==> src/rtl/system_pkg.sv <==
// Shared types for the Conway system: controller state encoding used by the
// generation controller, the system top level and benches that probe state.
package system_pkg;

  typedef enum logic [1:0] {
    IDLE       = 2'd0,
    LOAD       = 2'd1,
    RUN_WAIT   = 2'd2,
    RUN_COMMIT = 2'd3
  } ctrl_state_e;

endpackage

==> src/rtl/generation_controller.sv <==
// Sequences system memory writes: external pattern load, or one calculator
// result committed per generation once the calculator has settled.
module generation_controller
  import system_pkg::*;
#(
  parameter int CALC_LATENCY = 2,
  parameter int GEN_WIDTH    = 16
) (
  input  logic                 clk,
  input  logic                 reset,
  input  logic                 load_start,
  input  logic                 load_valid,
  input  logic                 load_last,
  output logic                 load_ready,
  input  logic                 run_start,
  input  logic                 run_step,
  input  logic                 run_stop,
  input  logic [GEN_WIDTH-1:0] gen_limit,
  output logic                 write_enable,
  output logic                 load_run,
  output logic                 busy,
  output logic [GEN_WIDTH-1:0] gen_count,
  output logic                 done
);

  localparam int CW = (CALC_LATENCY < 1) ? 1 : $clog2(CALC_LATENCY + 1);
  localparam logic [CW-1:0] SETTLE_LAST = CW'(CALC_LATENCY - 1);

  ctrl_state_e          state_q, state_d;
  logic [CW-1:0]        settle_q, settle_d;
  logic [GEN_WIDTH-1:0] gen_q, gen_d;
  logic [GEN_WIDTH-1:0] run_q, run_d;
  logic                 step_q, step_d;
  logic                 done_q, done_d;
  logic [GEN_WIDTH-1:0] run_inc;

  assign run_inc = run_q + GEN_WIDTH'(1);

  always_ff @(posedge clk) begin
    if (reset) begin
      state_q  <= IDLE;
      settle_q <= '0;
      gen_q    <= '0;
      run_q    <= '0;
      step_q   <= 1'b0;
      done_q   <= 1'b0;
    end else begin
      state_q  <= state_d;
      settle_q <= settle_d;
      gen_q    <= gen_d;
      run_q    <= run_d;
      step_q   <= step_d;
      done_q   <= done_d;
    end
  end

  always_comb begin
    state_d  = state_q;
    settle_d = settle_q;
    gen_d    = gen_q;
    run_d    = run_q;
    step_d   = step_q;
    done_d   = 1'b0;
    unique case (state_q)
      IDLE: begin
        if (load_start) begin
          state_d = LOAD;
          gen_d   = '0;
        end else if (run_start || run_step) begin
          state_d  = RUN_WAIT;
          settle_d = '0;
          run_d    = '0;
          step_d   = run_step & ~run_start;
        end
      end
      LOAD: begin
        if (load_valid && load_last) begin
          state_d = IDLE;
          done_d  = 1'b1;
        end
      end
      RUN_WAIT: begin
        settle_d = settle_q + CW'(1);
        // Stop wins over the settle-complete transition: nothing is committed.
        if (run_stop) begin
          state_d = IDLE;
          done_d  = 1'b1;
        end else if (settle_q == SETTLE_LAST) begin
          state_d = RUN_COMMIT;
        end
      end
      RUN_COMMIT: begin
        gen_d = gen_q + GEN_WIDTH'(1);
        run_d = run_inc;
        if (step_q || run_stop || ((gen_limit != '0) && (run_inc == gen_limit))) begin
          state_d = IDLE;
          done_d  = 1'b1;
        end else begin
          state_d  = RUN_WAIT;
          settle_d = '0;
        end
      end
      default: state_d = IDLE;
    endcase
  end

  assign write_enable = (state_q == RUN_COMMIT) || ((state_q == LOAD) && load_valid);
  assign load_run     = (state_q == RUN_WAIT) || (state_q == RUN_COMMIT);
  assign load_ready   = (state_q == LOAD);
  assign busy         = (state_q != IDLE);
  assign gen_count    = gen_q;
  assign done         = done_q;

endmodule

==> config.mk <==
export PLATFORM = sky130hd
export DESIGN_NAME = generation_controller
export DESIGN_NICKNAME = d
export VERILOG_FILES = /design/src/rtl/system_pkg.sv /design/src/rtl/generation_controller.sv
export SDC_FILE = /design/constraint.sdc
export NUM_CORES = 1
export LEC_CHECK = 0
export BUFFER_PORTS_ARGS = -buffer_cell sky130_fd_sc_hd__buf_2
export CAP_MARGIN = 20
export CELL_PAD_IN_SITES_DETAIL_PLACEMENT = 1
export CELL_PAD_IN_SITES_GLOBAL_PLACEMENT = 1
export CORE_MARGIN = 2
export CORE_UTILIZATION = 29
export DETAILED_ROUTE_END_ITERATION = 6
export MAX_ROUTING_LAYER = met4
export PLACE_DENSITY = 0.56
export SETUP_SLACK_MARGIN = 0.4
export SLEW_MARGIN = 30
export SYNTH_ARGS = -nofsm -noshare
export SYNTH_HDL_FRONTEND = slang
export SYNTH_SLANG_ARGS = --single-unit
==> constraint.sdc <==
create_clock -name clk -period 2.9 [get_ports clk]
set_input_delay 0.58 -clock clk [delete_from_list [all_inputs] [get_ports clk]]
set_output_delay 0.58 -clock clk [all_outputs]
set_load 0.02 [all_outputs]
# [Yosys cells after proc, flatten, opt, wreduce, memory -nomap -nowiden]
# Index checks and enable logic that the tools add are counted.
# Widths: inputs -> output; s select.
[word_totals] inputBits=24 word_cells=62 register_bits=38 output_inout_bits=21
[classes] n_addsub=3 bitwise_logic=3 reduce_logical=18 n_mux=20 eq_ne=12
[ops] cell="$pmux 16 s2" n=2
[ops] cell="$mux 16" n=3
[ops] cell="$add 16x1->16 const B" n=2
[ops] cell="$mux 2" n=9
[ops] cell="$eq 16x16->1" n=1
[ops] cell="$reduce_bool 16->1" n=1
[ops] cell="$reduce_and 3->1" n=3
[ops] cell="$ne 2x2->1 const B" n=4
[ops] cell="$pmux 2 s4" n=1
[ops] cell="$ne 3x3->1 const B" n=2
[ops] cell="$pmux 2 s3" n=1
[ops] cell="$logic_or 1x1->1" n=5
[ops] cell="$eq 2x1->1 const B" n=2
[ops] cell="$eq 2x2->1 const B" n=2
[ops] cell="$reduce_and 4->1" n=1
[ops] cell="$reduce_bool 2->1" n=2
[ops] cell="$logic_and 1x1->1" n=3
[ops] cell="$mux 1" n=3
[ops] cell="$pmux 1 s3" n=1
[ops] cell="$reduce_bool 3->1" n=1
[ops] cell="$add 2x1->2 const B" n=1
[ops] cell="$logic_not 2->1" n=1
[ops] cell="$ne 2x1->1 const B" n=1
[ops] cell="$not 1->1" n=2
[ops] cell="other kinds (2)" n=2

# [Depth between registers and ports, before layout]
[logic_depth] depth_word=6 ltp_mapped=8

# [Worst setup path before layout]
# Ideal clock, no wire load.
[synth_timing] kind="register -> register" startpoint="register run_q[0]" endpoint="register state_q[1]" setup_time_ps=117 required_time_ps=2783 stages_incl_launch_ff=9 n_path_buf=1 arrival_ps=1955 period_less_slack_ps=2072 path_slack_ps=828 path_cell_list="dfxtp_1 -> ha_1 -> buf_2 -> nand3_1 -> o21ai_0 -> o2111ai_2 -> nor4_4 -> a31oi_1 -> a32o_1"
[synth_between] elab_chain_cells=6
[synth_lines] element="start: declaration" line="generation_controller.sv:32" rtl="logic [GEN_WIDTH-1:0] run_q, run_d;"
[synth_lines] element="start signal: assignment" line="generation_controller.sv:51" rtl="run_q <= run_d;"
[synth_lines] element="$add 16x1->16" line="generation_controller.sv:37" rtl="assign run_inc = run_q + GEN_WIDTH'(1);"
[synth_lines] element="$eq 16x16->1" line="generation_controller.sv:95" rtl="if (step_q || run_stop || ((gen_limit != '0) && (run_inc == gen_limit))) begin"
[synth_lines] element="$logic_and 1x1->1" line="generation_controller.sv:95"
[synth_lines] element="$logic_or 1x1->1" line="generation_controller.sv:95"
[synth_lines] element="$mux 2" line="generation_controller.sv:95"
[synth_lines] element="$pmux 2 s4" line="generation_controller.sv:64" rtl="unique case (state_q)"
[synth_lines] element="end signal: assignment" line="generation_controller.sv:48" rtl="state_q <= state_d;"
[synth_lines] element="end: declaration" line="generation_controller.sv:29" rtl="ctrl_state_e state_q, state_d;"
# Every way passes these cells.
# A chain may end at the register's enable or synchronous reset.

# [Worst setup path after layout]
[layout_timing] startpoint="register run_q[3]" endpoint="register settle_q[1]"
[layout_between] elab_chain_cells=6
[layout_lines] element="$add 16x1->16" line="generation_controller.sv:37"
[layout_lines] element="$eq 16x16->1" line="generation_controller.sv:95"
[layout_lines] element="$logic_and 1x1->1" line="generation_controller.sv:95"
[layout_lines] element="$logic_or 1x1->1" line="generation_controller.sv:95"
[layout_lines] element="$ne 2x2->1 (no source line)"
[layout_lines] element="$reduce_and 4->1 (no source line)"
[layout_lines] element="end signal: assignment" line="generation_controller.sv:49" rtl="settle_q <= settle_d;"
[layout_lines] element="end: declaration" line="generation_controller.sv:30" rtl="logic [CW-1:0] settle_q, settle_d;"
# Every way passes these cells.

==> metrics.md <==
| Metric | Value |
|---|---|
| Hold crit path type | `flip-flop to flip-flop` |
| Combinational share of power | `between 10% and 20%` |
| Synth cell types | `60` |
| Switching Share | `29.3%` |
| Clk slew on worst S/H paths | `around 0.080 ns` |
| Final Cycle Share | `82.7%` |
| Post-synth EDFFs | `0` |
| Post-CTS Hold Fix Bufs | `0` |
| Post-synthesis sequential area ratio | `28.9%` |
| Final Hold Fails | `0` |
| Worst-path cell chain | `and4_1, nand4_1, xnor2_1, nor4_4, a311oi_2, o32ai_2` |
| Syn avg cell area | `7.97 um2` |
| Yosys warns | `0` |
| DRC | `0` |
| Vias in the first global route | `2509` |
| Post-synth top area cell | `dfxtp_1` |
| Slowest CP cell | `dfxtp_1` |
| Worst-Skew Late Latency | `0.28 ns` |
| Cts bufs inserted | `5` |
| Async S/R FF share, synth | `0%` |
| Fillers | `1092` |
| FF-to-FF Start | `run_q[3]` |
| Drt wl/cell | `16.3 um` |
| Setup Crit Path Kind | `flip-flop to flip-flop` |
| Vias post-DR | `2552` |
| VDD IR max | `0.000180 V` |
| Crit. End Element | `flip-flop` |
| Max incr delay on CP | `0.58 ns` |
| Clk_skew | `0.00820 ns` |
| Clock sink total | `38` |
| Worst Path Max Fanout | `10` |
| Reg2reg end | `settle_q[1]` |
| Prevailing post-synth register cell | `dfxtp_1` |
| Vias/cell | `approximately 5.4` |
| Detailed Routing Iterations Pass 1 | `4` |
| Longest Clk Path Bufs | `2` |
| GRT Resource Usage Total | `16.7%` |
| Worst Reg-to-Reg Cells | `6` |
| Die Area | `0.00985 mm2` |
| 1st-iter DRT viols | `123` |
| RSZ-0062 raised after global routing | `no` |
| Antenna Cells | `0` |
| Layout cell share with drive strength beyond 1 | `21.9%` |
| Critical Path End | `settle_q[1]` |
| Site Rows | `34` |
| Net Sw Power | `0.326 mW` |
| Post-synth top cells | `nor2_1, dfxtp_1, a21oi_1` |
| PnR Total Power | `1.11 mW` |
| Pwr dens | `376 mW/mm2` |
| Cell count after synthesis | `330` |
| Initial antenna violation count | `0` |
| Static Leak | `~1.1 nW` |
| Slew HR | `55.1%` |
| Grt total ovfl | `0` |
| Clk pwr share | `34.6%` |
| Final wirelength | `7720 um` |
| Peak Freq | `417 MHz` |
| Synthesized net count | `357` |
| Synth top area cells | `dfxtp_1, nor2_1, a21oi_1` |
| Layout area overhead | `12.6%` |
| Slew @ Worst Pin | `about 0.67 ns` |
| Placed cells | `465` |
| Root buffer cell | `clkbuf_8` |
| Synth Cell Area | `between 0.002 and 0.003 mm2` |
| Worst R2R Setup Slack | `0.50 ns` |
| Die W | `99.2 um` |
| Max Cap Violations | `0` |
| I/O Pins | `45` |
| # nets final | `391` |
| Detail Route Antenna Nets | `0` |
| Detailed Place HPWL | `slightly below 6000 um` |
| FF+latch count, synth | `38` |
| Setup TNS | `0 ns` |
| Count leader, synth | `nor2_1` |
| Required time of the critical path | `3.10 ns` |
| Pint | `about 0.79 mW` |
| Largest net degree at the start of global routing | `22` |
| H-Tree Depth | `2` |
| CTS tree | `yes` |
| Core area | `0.00876 mm2` |
| Gp weighted congestion | `between 0.8 and 0.9` |
| Endpoints failing setup | `0` |
| Initial cell density of the core | `30.0%` |
| HP Start | `settle_q[0]` |
| First-pass GRT wire length | `13000 um` |
| Reg power frac | `48.8%` |
| Final slew viol count | `0` |
| Status | `completed` |
| # port buffers | `44` |
| Die Y | `99.2 um` |
| Fin cells | `473` |
| Crit path launch type | `flip-flop` |
| Crit. Startpoint | `run_q[3]` |
| Worst path arrival time | `2.60 ns` |
| Top cell type's share of synthesized area | `between 20% and 30%` |
| Tmin final | `2.40 ns` |
## cell usage in the layout, fill, tap and decap left out, types with 8 or more instances in the layout
| cell type | instances |
|---|---|
| buf_2 | 44 |
| nand4_1 | 11 |
| xor2_1 | 11 |
| dfxtp_1 | 37 |
| nor2_1 | 47 |
| a21oi_1 | 27 |
| nor3_1 | 8 |
| xnor2_1 | 13 |
| o21ai_0 | 22 |
| nand2_1 | 24 |
## stage by stage
stage                     hold WS (ns)  util [%]  cell area (um2)  setup WS [ns]
after floorplan                  0.428         -             2630          0.828
after global placement           0.442      32.7             2870          0.540
after detailed placement         0.454      32.7             2870          0.487
after CTS                        0.471      33.8             2960          0.476
after global routing             0.475      33.8             2960          0.405
final                            0.467      33.8             2960          0.503
## registers in the layout, summed over array words and instances, names as in the netlist
register / flops
state_q: 2
done: 1
run_q: 16
step_q: 1
settle_q: 2
gen_count: 16
## how the worst min path moves through the flow
| stage | endpoint | slack [ns] | cells after the start |
|---|---|---|---|
| final | settle_q[0] | 0.47 | 1 |
| after global routing | step_q | 0.48 | 2 |
| after CTS | step_q | 0.47 | 2 |
| after detailed placement | settle_q[0] | 0.45 | 1 |
| after global placement | settle_q[0] | 0.44 | 1 |
| after floorplan | settle_q[0] | 0.43 | 1 |
## cell families (layout without fill, tap and decap cells)
family | count (synthesis) | in the layout | synth area share (%)
buf+inv | 30 | 65 | 7.23
fa+ha+maj | 3 | 3 | 1.43
xor+xnor | 24 | 24 | 7.99
simple gates | 146 | 146 | 31.6
flops | 38 | 38 | 28.9
compound gates | 88 | 88 | 22.4
mux | 1 | 1 | 0.428
## worst max-delay path, delay by kind of cell (launching register included)
kind | cells | cell delay [ns]
simple gates | 3 | 1.11
flops | 1 | 0.58
compound gates | 2 | 0.40
xor+xnor | 1 | 0.23
## per-layer routing
layer | track usage, % | routed length, um | part of all wire (%)
met1 | 22.4 | 3820 | 50
met2 | 26.9 | 3690 | 48
met3 | 2.25 | 137 | 1.8
met4 | 3.79 | 72 | 0.93
met5 | - | 0 | 0
## cell type report
class	count	area (um2)	area share (%)
Clock buffer	7	86.3	2.92
Clock inverter	1	5.00	0.169
Inverter	7	26.3	0.887
Multi-Input combinational cell	262	1680	56.8
Sequential cell	38	762	25.7
Tap cell	108	135	4.56
Timing Repair Buffer	50	265	8.96
## power groups by stage
stage,Sequential (mW),Combinational [mW],Clock [mW]
after global placement,0.555,0.187,0
after global routing,0.546,0.208,0.435
after CTS,0.544,0.189,0.406
after floorplan,0.549,0.128,0
final,0.544,0.185,0.385
after detailed placement,0.556,0.188,0
## what timing repair did
| action | CTS | global route |
|---|---|---|
| setup endpoints to repair | 0 | 4 |
| endpoints found under the hold margin | 0 | 0 |
| setup buffers | 0 | 0 |
| gates resized for setup | 0 | 2 |
Power figures use the tool's default switching activity.
